**src/rtl/fp_normalize_pkg.sv**
```systemverilog
// Shared types and constants for the fp_normalize post-add/sub normalization stage.
package fp_pkg;

  typedef enum logic [1:0] {
    IDLE = 2'd0,
    NORM = 2'd1,
    DONE = 2'd2
  } state_t;

  localparam int EXP_W      = 8;
  localparam int MANT_W     = 28;
  localparam int HIDDEN_BIT = 26;
  localparam int CARRY_BIT  = 27;
  localparam int EXP_MAX    = 255;

  // 9-bit unsigned minimum used by the shift-distance selection.
  function automatic logic [8:0] min9(input logic [8:0] a, input logic [8:0] b);
    return (a < b) ? a : b;
  endfunction

endpackage

```
**src/rtl/fp_normalize_if.sv**
```systemverilog
// Handshake and data bundle for fp_normalize.
// master: upstream/downstream environment; slave: the normalizer itself.
interface fp_normalize_if;
  import fp_pkg::*;

  logic                in_valid;
  logic                in_ready;
  logic [EXP_W-1:0]    exp;
  logic [MANT_W-1:0]   mantis;
  logic                operator;

  logic                out_valid;
  logic                out_ready;
  logic [EXP_W-1:0]    exp_out;
  logic [MANT_W-1:0]   mantis_out;
  logic                operator_out;
  logic                zero;
  logic                overflow;

  modport master (
    output in_valid, exp, mantis, operator, out_ready,
    input  in_ready, out_valid, exp_out, mantis_out, operator_out, zero, overflow
  );

  modport slave (
    input  in_valid, exp, mantis, operator, out_ready,
    output in_ready, out_valid, exp_out, mantis_out, operator_out, zero, overflow
  );

endinterface

```
**src/rtl/fp_normalize_lzc28.sv**
```systemverilog
// Combinational leading-zero count of a 27-bit field (hidden bit downward).
// Returns 27 when the whole field is zero.
module lzc28 (
  input  logic [26:0] mant,
  output logic [4:0]  lz
);

  logic found;

  // Scan from the hidden-bit position down; the first set bit fixes the count.
  always_comb begin
    lz    = 5'd27;
    found = 1'b0;
    for (int i = 26; i >= 0; i--) begin
      if (!found && mant[i]) begin
        lz    = 5'(26 - i);
        found = 1'b1;
      end
    end
  end

endmodule

```
**src/rtl/fp_normalize.sv**
```systemverilog
// Post-add/sub normalization stage: iterative left shifter with carry,
// zero, overflow and denormal handling, valid/ready on both sides.
// Optional build macro FP_NORM_LZC_FAST_EN: the left shift jumps the full
// leading-zero distance in one cycle instead of at most STEP per cycle.
//
// state | meaning
// IDLE  | waiting for an operand, in_ready high
// NORM  | evaluating carry/zero/overflow/shift rules on the working regs
// DONE  | result held on the outputs until out_ready
module fp_normalize
  import fp_pkg::*;
#(
  parameter int STEP = 1
) (
  input  logic           clk,
  input  logic           rst_n,
  fp_normalize_if.slave  bus
);

  state_t state, state_nxt;

  logic [8:0]        w_exp;
  logic [MANT_W-1:0] w_mant;
  logic              w_op;
  logic              w_zero;
  logic              w_ovf;

  logic [8:0]        n_exp;
  logic [MANT_W-1:0] n_mant;
  logic              n_zero;
  logic              n_ovf;
  logic              norm_done;

  logic [4:0]        lz;
  logic [8:0]        exp_m1;
  logic [8:0]        k_lz;
  logic [8:0]        k;
  logic              accept;

  assign accept = bus.in_valid && (state == IDLE);

  lzc28 u_lzc (
    .mant (w_mant[HIDDEN_BIT:0]),
    .lz   (lz)
  );

  // Shift distance: never more than the leading zeros, never pushing exp below 1.
  always_comb begin
    exp_m1 = w_exp - 9'd1;
    k_lz   = min9({4'd0, lz}, exp_m1);
`ifdef FP_NORM_LZC_FAST_EN
    k      = k_lz;
`else
    k      = min9(k_lz, 9'(STEP));
`endif
  end

  // One NORM evaluation; the first matching rule wins.
  always_comb begin
    n_exp     = w_exp;
    n_mant    = w_mant;
    n_zero    = w_zero;
    n_ovf     = w_ovf;
    norm_done = 1'b0;
    if (w_mant == '0) begin
      n_exp     = 9'd0;
      n_zero    = 1'b1;
      norm_done = 1'b1;
    end else if (w_mant[CARRY_BIT] && (w_exp >= 9'd254)) begin
      n_exp     = 9'(EXP_MAX);
      n_mant    = '0;
      n_ovf     = 1'b1;
      norm_done = 1'b1;
    end else if (w_mant[CARRY_BIT]) begin
      // Single right shift; the bit shifted out folds into the sticky bit.
      n_mant    = {1'b0, w_mant[MANT_W-1:1]};
      n_mant[0] = w_mant[1] | w_mant[0];
      n_exp     = w_exp + 9'd1;
      norm_done = 1'b1;
    end else if (w_mant[HIDDEN_BIT]) begin
      norm_done = 1'b1;
    end else if (w_exp == 9'd0) begin
      norm_done = 1'b1;
    end else if (w_exp == 9'd1) begin
      // Denormal encoding: exponent drops to 0, mantissa stays put.
      n_exp     = 9'd0;
      norm_done = 1'b1;
    end else begin
      n_mant    = w_mant << k;
      n_exp     = w_exp - k;
    end
  end

  // State register.
  always_ff @(posedge clk or negedge rst_n) begin
    if (!rst_n) state <= IDLE;
    else        state <= state_nxt;
  end

  // Next-state logic.
  always_comb begin
    state_nxt = state;
    case (state)
      IDLE:    if (bus.in_valid)  state_nxt = NORM;
      NORM:    if (norm_done)     state_nxt = DONE;
      DONE:    if (bus.out_ready) state_nxt = IDLE;
      default:                    state_nxt = IDLE;
    endcase
  end

  // Handshake outputs decoded from state.
  always_comb begin
    bus.in_ready  = (state == IDLE);
    bus.out_valid = (state == DONE);
  end

  // Working registers: load on accept, update every NORM cycle.
  always_ff @(posedge clk or negedge rst_n) begin
    if (!rst_n) begin
      w_exp  <= '0;
      w_mant <= '0;
      w_op   <= 1'b0;
      w_zero <= 1'b0;
      w_ovf  <= 1'b0;
    end else if (accept) begin
      w_exp  <= {1'b0, bus.exp};
      w_mant <= bus.mantis;
      w_op   <= bus.operator;
      w_zero <= 1'b0;
      w_ovf  <= 1'b0;
    end else if (state == NORM) begin
      w_exp  <= n_exp;
      w_mant <= n_mant;
      w_zero <= n_zero;
      w_ovf  <= n_ovf;
    end
  end

  // Result registers: written only on the NORM->DONE transition.
  always_ff @(posedge clk or negedge rst_n) begin
    if (!rst_n) begin
      bus.exp_out      <= '0;
      bus.mantis_out   <= '0;
      bus.operator_out <= 1'b0;
      bus.zero         <= 1'b0;
      bus.overflow     <= 1'b0;
    end else if ((state == NORM) && norm_done) begin
      bus.exp_out      <= n_exp[EXP_W-1:0];
      bus.mantis_out   <= n_mant;
      bus.operator_out <= w_op;
      bus.zero         <= n_zero;
      bus.overflow     <= n_ovf;
    end
  end

endmodule

```
**src/flat_wrapper.sv**
```systemverilog
// flat-port wrapper written by rule: the top's interface ports become plain ports
module fp_normalize_flat import fp_pkg::*;
#(
  parameter int STEP = 1
)
  (clk, rst_n, bus_in_valid, bus_exp, bus_mantis, bus_operator, bus_out_ready, bus_in_ready, bus_out_valid, bus_exp_out, bus_mantis_out, bus_operator_out, bus_zero, bus_overflow);
  fp_normalize_if bus_i ();
  input  logic clk;
  input  logic rst_n;
  input wire logic [$bits(bus_i.in_valid)-1:0] bus_in_valid;
  input wire logic [$bits(bus_i.exp)-1:0] bus_exp;
  input wire logic [$bits(bus_i.mantis)-1:0] bus_mantis;
  input wire logic [$bits(bus_i.operator)-1:0] bus_operator;
  input wire logic [$bits(bus_i.out_ready)-1:0] bus_out_ready;
  output wire logic [$bits(bus_i.in_ready)-1:0] bus_in_ready;
  output wire logic [$bits(bus_i.out_valid)-1:0] bus_out_valid;
  output wire logic [$bits(bus_i.exp_out)-1:0] bus_exp_out;
  output wire logic [$bits(bus_i.mantis_out)-1:0] bus_mantis_out;
  output wire logic [$bits(bus_i.operator_out)-1:0] bus_operator_out;
  output wire logic [$bits(bus_i.zero)-1:0] bus_zero;
  output wire logic [$bits(bus_i.overflow)-1:0] bus_overflow;
  assign bus_i.in_valid = bus_in_valid;
  assign bus_i.exp = bus_exp;
  assign bus_i.mantis = bus_mantis;
  assign bus_i.operator = bus_operator;
  assign bus_i.out_ready = bus_out_ready;
  assign bus_in_ready = bus_i.in_ready;
  assign bus_out_valid = bus_i.out_valid;
  assign bus_exp_out = bus_i.exp_out;
  assign bus_mantis_out = bus_i.mantis_out;
  assign bus_operator_out = bus_i.operator_out;
  assign bus_zero = bus_i.zero;
  assign bus_overflow = bus_i.overflow;
  fp_normalize #(.STEP(STEP)) u_core (.clk(clk), .rst_n(rst_n), .bus(bus_i));
endmodule
```
**config.mk**
```make
export PLATFORM = sky130hd
export DESIGN_NAME = fp_normalize_flat
export DESIGN_NICKNAME = d
export VERILOG_FILES = /design/src/rtl/fp_normalize_pkg.sv /design/src/rtl/fp_normalize_if.sv /design/src/rtl/fp_normalize_lzc28.sv /design/src/rtl/fp_normalize.sv /design/src/flat_wrapper.sv
export SDC_FILE = /design/constraint.sdc
export NUM_CORES = 1
export LEC_CHECK = 0
export ABC_CLOCK_PERIOD_IN_PS = 12180
export BUFFER_PORTS_ARGS = -buffer_cell sky130_fd_sc_hd__buf_4
export CAP_MARGIN = 0
export CORE_AREA = 10 10 107 205
export DETAILED_ROUTE_END_ITERATION = 12
export DIE_AREA = 0 0 117 215
export GPL_TIMING_DRIVEN = 0
export PLACE_DENSITY = 0.44
export REMOVE_ABC_BUFFERS = 1
export SETUP_SLACK_MARGIN = 0.2
export SLEW_MARGIN = 0
export SYNTH_ARGS = -nofsm -noshare
export SYNTH_HDL_FRONTEND = slang
export SYNTH_SLANG_ARGS = --single-unit
```
**constraint.sdc**
```tcl
create_clock -name clk -period 12.18 [get_ports clk]
set_clock_uncertainty 0.05 [all_clocks]
set_input_delay 1.218 -clock clk [delete_from_list [all_inputs] [get_ports clk]]
set_output_delay 1.218 -clock clk [all_outputs]
set_load 0.005 [all_outputs]
```
==> flow_summary.json, run 1 <==
{
  "maxSlewHeadroom_pct": 11.0,
  "synth_simple_gate_area_share_pct": 18.3,
  "cts_hold_buffers": 0,
  "max_freq_mhz": 180,
  "cts_setup_buffers": 0,
  "fin_setup_tns_ps": 0,
  "htree_levels": 3,
  "final-hold-violation-count": 0,
  "r2r_cells": 20,
  "p_sw_share_pct": 49.6,
  "core_area_um2": 18700,
  "port_buffers": 81,
  "fin_nets": 733,
  "slew_viol_final": 0,
  "fin_crit_ps": 5570,
  "r2r_start": "u_core.w_mant[26]",
  "yosys.cell_types.count": 67,
  "dieWidth_um": 117,
  "peakVddDrop_mv": 0.0923,
  "clk_latency_ps": 350,
  "drive_above_1_share_pct": 21.1,
  "hold_depth": 2,
  "synth-edff-count": 0,
  "cp_max_fo": 18,
  "grt_max_degree": 82,
  "gr-usage-met3_pct": 2.23,
  "synth-compound-area-share_pct": 31.1,
  "cts_made_buffers": 9,
  "clkTransAtPathRegs_ps": 70,
  "syn_area_um2": 5490,
  "grt_antenna_before_repair": 0,
  "cpPeakStageDelay_ps": 620,
  "rows": 71,
  "die_h_um": 215,
  "grt_remaining_overflow": 0,
  "status": "finished, final reports clean",
  "power.internal_mw": 1.05,
  "cts_sinks": 81,
  "grt-busiest-layer": "met2",
  "grt_pass1_vias": 5454,
  "total_switching_power_mw": 1.03,
  "clockPowerShare_pct": 13.8,
  "hold_path_class": "reg -> reg",
  "area_growth_syn_to_layout_pct": 18.7,
  "synth_flop_cell": "dfrtp_1",
  "period_share_pct": 45.7,
  "p_per_area_nw_per_um2": 319,
  "required_ps": 12400,
  "drtIter0Drc": 286,
  "wl_per_cell_um": 22.0,
  "syn_area_per_cell_um2": 8.67,
  "dieArea_um2": 25200,
  "drc_errors": 0,
  "clk_path_buf_depth": 2,
  "grt_use_met2_pct": 30.2,
  "grt_pass1_wl_mm": 31.1,
  "grt_setup_unrepaired": "no",
  "end_kind": "register",
  "num_antenna_cells": 0,
  "mostFrequentLayoutCells": "buf_4 (81), dfrtp_1 (81), o21ai_1 (60), nor2_1 (51), nand2_1 (39)",
  "dp_hpwl_mm": 14.3,
  "drt.antenna.violating_nets": 0,
  "power_leakage_nw": 2.74,
  "seq_area_frac_synth_pct": 36.9,
  "cpMaxStageDelayCell": "dfrtp_1",
  "synth-adder-area-share_pct": 4.24,
  "synth_warnings": 0,
  "synth.area.mux_share_pct": 0.752,
  "start_util_pct": 29.5,
  "timing.critical_path.to": "u_core.w_exp[7]",
  "grt_util_all_layers_pct": 16.0,
  "synthXorXnorAreaFrac_pct": 0.957,
  "vias": 5157,
  "critical_path_class": "reg -> reg",
  "firstDrtPassIters": 4,
  "root_buffer": "clkbuf_16",
  "synth_seq_cells": 81,
  "setup_violations": 0,
  "p_comb_share_pct": 56.3,
  "ios": 82,
  "max_cap_violations": 0,
  "ctsResizeCount": 0,
  "critPathLaunchType": "register",
  "reg2reg_slack_ps": 6610,
  "wirelength_mm": 19.8,
  "cts_tree": "done",
  "seqPwrFrac_pct": 29.8,
  "synthCells": 634,
  "crit_path_start": "u_core.w_mant[26]",
  "synthArstFlopShare_pct": 100,
  "final_core_util_pct": 34.9,
  "gp_congestion": 0.814,
  "crit_arrival_ps": 5790,
  "synth_top_family_by_area": "compound AO/OA/AOI/OAI gates",
  "worstMarginPinSlew_ps": 1330,
  "r2r_end": "u_core.w_exp[7]",
  "grt_util_met1_pct": 15.8,
  "crit_chain": "nor3_1 -> nand3_1 -> nor2_1 -> a32oi_1 -> nor3_1 -> ha_1 -> and4_1 -> a221oi_1 -> nand2_1 -> and3_1 -> a21oi_1 -> ha_1 -> nor2b_1 -> o21ai_0 -> a21boi_0 -> o21a_1 -> o41ai_1 -> mux2i_1 -> o221ai_1 -> o21ai_0",
  "via_per_inst": 5.74
}
==> flip-flops by register name, summed over array words and instances (netlist names) <==
signal,cells
u_core.bus.mantis_out,28
u_core.bus.overflow,1
u_core.bus.zero,1
u_core.w_mant,28
u_core.bus.operator_out,1
u_core.state,2
u_core.bus.exp_out,8
u_core.w_ovf,1
u_core.w_exp,9
u_core.w_op,1
u_core.w_zero,1
==> metrics by stage <==
stage                     worst slack [ps]  cells  power [mW]  hold WS [ps]  cell area, um2
final                                 6610    898        2.08           422            6520
after global routing                  6060    898        2.26           447            6520
after CTS                             6620    898        2.11           427            6520
after detailed placement              6660    882        1.81           412            6210
after global placement                5380    878        1.75           401            6090
after floorplan                       7830    578        1.33           385            5210
==> worst min-delay path by stage <==
stage	start	endpoint	slack, ps
CTS	u_core.bus.mantis_out[26]	u_core.bus.mantis_out[26]	430
global placement	u_core.w_op	u_core.bus.operator_out	400
detailed placement	u_core.bus.mantis_out[26]	u_core.bus.mantis_out[26]	410
finish	u_core.bus.mantis_out[26]	u_core.bus.mantis_out[26]	420
floorplan	u_core.w_op	u_core.bus.operator_out	380
global route	u_core.w_op	u_core.bus.operator_out	450
==> layout make-up <==
class	count	area, um2
fillers	2010	12100
repair buffers	85	703
inverters	31	116
multi-input cells	466	3090
clock inverters	6	67.6
flip-flops and latches	81	2030
well taps	219	274
clock buffers	10	239
==> metal layers <==
layer / wire length [um] / up-vias / share of wire, %
met5: 0 / - / 0
met2: 11500 / 103 / 58
li1: - / 2448 / -
met1: 6890 / 2566 / 35
met4: 814 / 0 / 4.1
met3: 558 / 40 / 2.8
==> cells by family (layout without fill, tap and decap cells) <==
kind of cell,Yosys count,after routing
buffers and inverters,93,132
adders and majority gates,18,18
DFF,81,81
other,2,8
AOI/OAI and AO/OA,235,235
muxes,4,4
and+or+nand+nor,195,195
xor gates and xnor gates,6,6
==> synth_stat cells, types with 3 or more instances <==
cell      count  area share (%)
a22oi_1      34             4.6
a31oi_1       3            0.34
nor3_1       32             2.9
o21ai_1      60             5.5
buf_2         9            0.82
o41ai_1       3            0.48
ha_1         17             3.9
inv_1        31             2.1
nand2_1      39             2.7
xnor2_1       4            0.64
nor2b_1       5            0.57
a221oi_2     20             5.5
a221oi_1     30             4.8
nand3_1      15             1.4
and3_1        6            0.68
o22ai_1       4            0.46
dfrtp_1      81              37
and2_1        5            0.57
buf_6         4            0.82
nor4_1        9             1.0
o21ai_0      26             2.4
nor2_1       51             3.5
buf_4         8             1.1
a21oi_1      28             2.6
o221ai_1      3            0.48
mux2i_1       3            0.55
nand4_1       4            0.46
nand2b_1      5            0.57
buf_1         4            0.27
clkbuf_1     37             2.5
a311oi_1      3            0.48
==> worst max-delay path, delay by kind of cell, from the launching register on <==
family / cells / cell delay [ps]
AOI/OAI and AO/OA: 9 / 2320
and+or+nand+nor: 8 / 1690
DFF: 1 / 620
adders and majority gates: 2 / 560
muxes: 1 / 250
==> power by group through the flow <==
stage | sequential [mW] | combinational [mW] | clock [mW]
floorplan | 0.557 | 0.771 | 0
global placement | 0.621 | 1.13 | 0
detailed placement | 0.623 | 1.19 | 0
CTS | 0.619 | 1.19 | 0.295
global route | 0.646 | 1.31 | 0.305
finish | 0.621 | 1.17 | 0.288
Power figures use the tool's default switching activity.
==> inputs of run 2 (changes only) <==
--- a/config.mk
+++ b/config.mk
@@ -5,7 +5,7 @@
 export SDC_FILE = /design/constraint.sdc
 export NUM_CORES = 1
 export LEC_CHECK = 0
-export ABC_CLOCK_PERIOD_IN_PS = 12180
+export ABC_CLOCK_PERIOD_IN_PS = 5200
 export BUFFER_PORTS_ARGS = -buffer_cell sky130_fd_sc_hd__buf_4
 export CAP_MARGIN = 0
 export CORE_AREA = 10 10 107 205
==> constraint.sdc (replaced) <==
create_clock -name clk -period 5.2 [get_ports clk]
set_clock_uncertainty 0.05 [all_clocks]
set_input_delay 0.52 -clock clk [delete_from_list [all_inputs] [get_ports clk]]
set_output_delay 0.52 -clock clk [all_outputs]
set_load 0.005 [all_outputs]
==> run 2 against run 1 <==
Sequential share of layout area down 1.5 points. Fmax up 18%. Combinational power rose to 2.6 times the previous value. Via count rose by 3.5%. Sequential power rose by 130%. Non-clock buffer count grew 28. Final area rose by 5.8%. Routed wire length is 1.7% higher. Setup slack lost 6100 ps. First-iteration DRC count decreased by 3.8%. Critical endpoint is now u_core.w_exp[6]. Largest cell class unchanged. Highest routed layer unchanged.
==> flow_summary.json, run 2 (synthesized netlist as in run 1, its figures left out) <==
{
  "max_cap_violations": 0,
  "cpMaxStageDelayCell": "dfrtp_1",
  "worstMarginPinSlew_ps": 1350,
  "clk_latency_ps": 350,
  "mostFrequentLayoutCells": "buf_4 (109), dfrtp_1 (68), o21ai_1 (62), nor2_1 (49), nand2_1 (38)",
  "slew_viol_final": 0,
  "port_buffers": 81,
  "fin_nets": 761,
  "min_from": "bus_out_ready",
  "route.met2.wl_mm": 11.8,
  "ios": 82,
  "wirelength_mm": 20.1,
  "grt_remaining_overflow": 0,
  "grt_pass1_wl_mm": 31.2,
  "setup_violations": 0,
  "pre_cts_slack_ps": -316,
  "cts_sinks": 81,
  "grt_antenna_before_repair": 0,
  "cpPeakStageDelay_ps": 530,
  "routed.top_layer": "met4",
  "vias": 5335,
  "multi_input_area_um2": 3240,
  "drt.antenna.violating_nets": 0,
  "dieWidth_um": 117,
  "drc_errors": 0,
  "final_common_cell": "buf_4",
  "crit_path_start": "u_core.w_exp[1]",
  "firstDrtPassIters": 4,
  "gp_congestion": 0.814,
  "dieArea_um2": 25200,
  "cts_tree": "done",
  "drt-met1-wl_mm": 6.74,
  "num_antenna_cells": 0,
  "met3WireLength_um": 751,
  "final-hold-violation-count": 0,
  "layout.cells.non_filler": 926,
  "die_h_um": 215,
  "grt_setup_unrepaired": "yes",
  "fin_crit_ps": 4720,
  "maxSlewHeadroom_pct": 10.0,
  "rows": 71,
  "crit_arrival_ps": 4880,
  "dp_hpwl_mm": 14.3,
  "power_leakage_nw": 2.88,
  "via_per_inst": 5.76,
  "p_per_area_nw_per_um2": 749,
  "crit_chain": "inv_2 -> ha_1 -> nor3b_4 -> xnor2_1 -> ha_1 -> and4_4 -> o2111ai_1 -> a2111o_1 -> nand2_1 -> and3_4 -> a21oi_4 -> ha_2 -> fa_2 -> nor2b_2 -> o21ai_0 -> nand2b_1 -> a31oi_4 -> nor2b_1 -> xnor2_1 -> a21oi_2 -> o21ai_0",
  "core_area_um2": 18700,
  "fin_setup_tns_ps": 0,
  "drtIter0Drc": 275,
  "root_buffer": "clkbuf_16",
  "area_growth_syn_to_layout_pct": 25.5,
  "hold_path_class": "in -> reg",
  "seq_area_um2": 2040,
  "critPathLaunchType": "register",
  "max_freq_mhz": 212,
  "peakVddDrop_mv": 0.252,
  "final_core_util_pct": 37.0,
  "power.total_mw": 5.16,
  "required_ps": 5360,
  "top_regs": "u_core.bus.mantis_out: 28 flops, u_core.w_mant: 28 flops, u_core.w_exp: 9 flops",
  "whs_ps": 315,
  "grt_pass1_vias": 5502,
  "place_inst": 882,
  "cp_max_fo": 10,
  "nFillCells": 1976,
  "r2r_start": "u_core.w_exp[1]",
  "end_kind": "register",
  "drive_above_1_share_pct": 29.8,
  "cts_made_buffers": 9,
  "grt_max_degree": 82,
  "placed_cell_area_um2": 6210,
  "start_util_pct": 29.5,
  "clkTransAtPathRegs_ps": 70,
  "design_area_um2": 6900,
  "grt_util_all_layers_pct": 16.0,
  "critical_path_class": "reg -> reg",
  "status": "finished, final reports clean",
  "htree_levels": 3,
  "wl_per_cell_um": 21.8,
  "period_share_pct": 90.8,
  "cts_hold_buffers": 0,
  "fin_ws_ps": 480,
  "clk_path_buf_depth": 2
}
==> run 2: cell types whose count changed in the layout (fill, tap and decap cells not counted), moves of 3 or more <==
cell,delta
a21oi_1,-3
buf_4,+28
dfrtp_1,-13
dfrtp_2,+13
inv_1,-3
inv_2,+3
nor4_1,-3
==> run 2: final cells by class <==
class                           count  area share (%)
Tap cell                          219            3.97
Timing Repair Buffer              113            13.2
Sequential cell                    81            29.6
Clock buffer                       10            3.47
Clock inverter                      6           0.980
Inverter                           31            1.69
Multi-Input combinational cell    466            47.0
==> run 2: critical path: cells and delay by family (launching register included) <==
family          cells  cell delay [ps]
buf+inv             1              200
fa+ha+maj           4             1180
simple gates        7             1350
xor+xnor            2              270
compound gates      7             1000
flops               1              530
==> run 2: power breakdown <==
part           total (mW)  switching [mW]  internal, mW
registers            1.44           0.509         0.936
clock network       0.673           0.286         0.386
logic                3.05            1.72          1.32
==> run 2: routing by layer <==
layer  up-vias  GRT usage, %
met1      2654          15.8
met3        42          2.23
met5         -             0
li1       2504             -
met2       135          30.4
met4         0          8.82
==> run 2: final timing paths <==
path                                        endpoint  slack (ps)  cells past startpoint
min reg2reg                u_core.bus.mantis_out[26]         420                      2
max                                  u_core.w_exp[6]         480                     21
max in group asynchronous          u_core.w_mant[17]        3900                      1
min in group asynchronous    u_core.bus.operator_out         330                      1
max reg2reg                          u_core.w_exp[6]         480                     21
min                                  u_core.state[1]         320                      2
==> run 2: repair_timing <==
action                                  in CTS  in global routing
resized for setup                           31                 20
endpoints found under the setup margin       7                  6
pin swaps                                    6                  8
setup buffers                                8                 20
==> inputs of run 3 (changes only) <==
--- a/config.mk
+++ b/config.mk
@@ -8,9 +8,9 @@
 export ABC_CLOCK_PERIOD_IN_PS = 5200
 export BUFFER_PORTS_ARGS = -buffer_cell sky130_fd_sc_hd__buf_4
 export CAP_MARGIN = 0
-export CORE_AREA = 10 10 107 205
+export CORE_AREA = 10 10 111 213
 export DETAILED_ROUTE_END_ITERATION = 12
-export DIE_AREA = 0 0 117 215
+export DIE_AREA = 0 0 121 223
 export GPL_TIMING_DRIVEN = 0
 export PLACE_DENSITY = 0.44
 export REMOVE_ABC_BUFFERS = 1
@@ -18,4 +18,5 @@
 export SLEW_MARGIN = 0
 export SYNTH_ARGS = -nofsm -noshare
 export SYNTH_HDL_FRONTEND = slang
+export SYNTH_HIERARCHICAL = 1
 export SYNTH_SLANG_ARGS = --single-unit
==> run 3 against run 2 <==
Die area is 7.3% higher. Synthesized area is 8.6% higher. Register-to-register slack worse by 280 ps. Global-route usage is 1.3 points higher. Clock power hardly changed. Synthesized cell count is 16% higher. Fmax is 5.6% lower. Hold slack worse by 34 ps. Via count is 15% higher. First-iteration DRC count is 91% higher. Sequential share of layout area is 1.7 points lower. Critical endpoint is now u_core/bus.exp_out[6]. Largest power group unchanged.
==> flow_summary.json, run 3 <==
{
  "wirelength_mm": 23.7,
  "critPathLaunchType": "register",
  "placed_cell_area_um2": 6830,
  "core_area_um2": 20300,
  "cp_max_fo": 7,
  "place_inst": 1033,
  "max_freq_mhz": 200,
  "htree_levels": 3,
  "via_per_inst": 5.76,
  "worst-path-buf-inv": 1,
  "port_buffers": 81,
  "clk_path_buf_depth": 2,
  "p_comb_share_pct": 62.0,
  "hold_path_class": "in -> async",
  "power.total_mw": 5.40,
  "synth-edff-count": 0,
  "period_share_pct": 96.1,
  "cpPeakStageDelay_ps": 550,
  "dieWidth_um": 121,
  "clockPowerShare_pct": 12.5,
  "ios": 82,
  "area_growth_syn_to_layout_pct": 22.1,
  "synth_warnings": 6,
  "yosysTopAreaCell": "dfrtp_1",
  "synthArstFlopShare_pct": 100,
  "final_core_util_pct": 35.9,
  "synth.most_common_cell": "nand2_1",
  "total_switching_power_mw": 2.69,
  "pre_cts_slack_ps": -387,
  "drc_errors": 0,
  "p_per_area_nw_per_um2": 741,
  "power_leakage_nw": 3.03,
  "synthCells": 733,
  "mostFrequentLayoutCells": "buf_4 (95), nand2_1 (86), dfrtp_1 (78), a21oi_1 (72), nor2_1 (62)",
  "root_buffer": "clkbuf_16",
  "r2r_cells": 21,
  "critical_path_class": "reg -> reg",
  "grt_setup_unrepaired": "yes",
  "fin_ws_ps": 202,
  "die_h_um": 223,
  "peakVddDrop_mv": 0.249,
  "slew_viol_final": 0,
  "max_cap_violations": 0,
  "clk_latency_ps": 360,
  "fin_nets": 851,
  "num_antenna_cells": 0,
  "required_ps": 5450,
  "setup_violations": 0,
  "drt.antenna.violating_nets": 0,
  "fin_setup_tns_ps": 0,
  "seq_area_frac_synth_pct": 34.0,
  "final_common_cell": "buf_4",
  "syn_area_um2": 5970,
  "grt_pass1_vias": 6256,
  "cts_hold_buffers": 0,
  "maxSlewHeadroom_pct": 6.65,
  "crit_chain": "or4_4 -> nor3_4 -> nand4_4 -> a21oi_2 -> nor3_1 -> ha_1 -> o211ai_1 -> a21oi_1 -> o22ai_2 -> o211a_4 -> nor2_2 -> ha_2 -> inv_2 -> fa_2 -> a21o_1 -> a21oi_2 -> o211ai_1 -> xnor2_1 -> or3_1 -> a221oi_2 -> mux2_4",
  "status": "finished, final reports clean",
  "top_regs": "u_core/bus.mantis_out: 28 flops, u_core/w_mant: 28 flops, u_core/w_exp: 9 flops",
  "synth.area.top_cells": "dfrtp_1 (34%), a21oi_1 (6.2%), nand2_1 (5.4%), o21ai_0 (4.4%), nor2_1 (4.2%)",
  "firstDrtPassIters": 7,
  "design_area_um2": 7280,
  "wl_per_cell_um": 22.3,
  "grt_pass1_wl_mm": 36.4,
  "start_util_pct": 29.4,
  "power.internal_mw": 2.71,
  "layout.cells.non_filler": 1063,
  "vias": 6122,
  "critPathTopFamily": "compound AO/OA/AOI/OAI gates",
  "grt_remaining_overflow": 0,
  "r2r_start": "u_core/w_mant[23]",
  "cts_sinks": 81,
  "cts_made_buffers": 9,
  "p_sw_share_pct": 49.8,
  "cpMaxStageDelayCell": "or4_4",
  "syn_area_per_cell_um2": 8.14,
  "dieArea_um2": 27000,
  "drive_above_1_share_pct": 20.8,
  "whs_ps": 281,
  "yosys-top-cells-count": "nand2_1 (86), dfrtp_1 (81), a21oi_1 (74)",
  "gp_congestion": 0.899,
  "crit_arrival_ps": 5250,
  "yosys.area.top_type_share_pct": 34.0,
  "drtIter0Drc": 524,
  "end_kind": "register",
  "final-hold-violation-count": 0,
  "yosys.cell_types.count": 69,
  "cts_tree": "done",
  "dp_hpwl_mm": 16.4,
  "grt_max_degree": 82,
  "seqPwrFrac_pct": 25.5,
  "synth_flop_cell": "dfrtp_1",
  "reg2reg_slack_ps": 200,
  "worstMarginPinSlew_ps": 1400,
  "clkTransAtPathRegs_ps": 70,
  "synth_seq_cells": 81,
  "grt_util_all_layers_pct": 17.3,
  "r2r_end": "u_core/bus.exp_out[6]",
  "fin_crit_ps": 5000,
  "rows": 74,
  "grt_antenna_before_repair": 0
}
==> run 3: timing repair <==
| action | in CTS | in global routing |
|---|---|---|
| gates resized for setup | 8 | 8 |
| pin swaps | 5 | 9 |
| setup endpoints to repair | 4 | 3 |
| setup buffers | 8 | 6 |
==> run 3: kinds of logic (layout without fill, tap and decap cells) <==
kind of cell             after synthesis  count (layout)  share of synthesized area (%)
adder cells (fa/ha/maj)               18              18                           3.90
XOR/XNOR                              10              10                           1.47
buffers and inverters                 86             143                           6.63
AND/OR/NAND/NOR                      264             264                           22.7
other                                  1               8                         0.0629
flip-flops                            81              81                           34.0
AO/OA/AOI/OAI                        272             272                           31.1
multiplexers                           1               1                          0.189
==> run 3: layout make-up <==
cell class / count / area (um2)
Clock buffer: 11 / 243
Clock inverter: 5 / 55.1
Fill cell: 2132 / 13000
Inverter: 24 / 90.1
Multi-Input combinational cell: 573 / 3650
Sequential cell: 81 / 2030
Tap cell: 266 / 333
Timing Repair Buffer: 103 / 878
==> run 3: worst max-delay path by stage <==
stage | cells after the start | from | to | slack (ps)
global route | 21 | u_core/w_mant[26] | u_core/bus.exp_out[6] | -20
floorplan | 21 | u_core/w_mant[26] | u_core/bus.exp_out[6] | 450
global placement | 6 | u_core/w_mant[27] | u_core/bus.mantis_out[21] | -1600
CTS | 21 | u_core/w_mant[26] | u_core/bus.exp_out[6] | 200
finish | 21 | u_core/w_mant[23] | u_core/bus.exp_out[6] | 200
detailed placement | 21 | u_core/w_mant[26] | u_core/bus.exp_out[6] | -390
==> run 3: worst register-to-register path: stages, from the launching register on <==
cell,delay (ps)
dfrtp_1,490
or4_4,560
nor3_4,220
nand4_4,160
a21oi_2,160
nor3_1,90
ha_1,290
o211ai_1,90
a21oi_1,190
o22ai_2,140
o211a_4,260
nor2_2,100
ha_2,190
inv_2,40
fa_2,330
a21o_1,180
a21oi_2,190
o211ai_1,200
xnor2_1,160
or3_1,330
a221oi_2,320
mux2_4,200
==> run 3: layer usage <==
| metal | part of all wire (%) | GRT usage, % | vias to the layer above |
|---|---|---|---|
| met5 | 0 | 0 | - |
| met4 | 2.9 | 7.67 | 0 |
| met3 | 4.0 | 2.30 | 37 |
| met2 | 57 | 33.3 | 217 |
| met1 | 36 | 17.7 | 3017 |
| li1 | - | - | 2851 |
==> run 3: power by group through the flow <==
stage	Clock, mW	Combinational (mW)	Sequential [mW]
6_report	0.673	3.35	1.38
3_5_place_dp	0	3.16	1.41
3_3_place_gp	0	2.92	1.43
4_1_cts	0.697	3.29	1.37
5_1_grt	0.712	3.70	1.42
2_1_floorplan	0	2.02	1.23
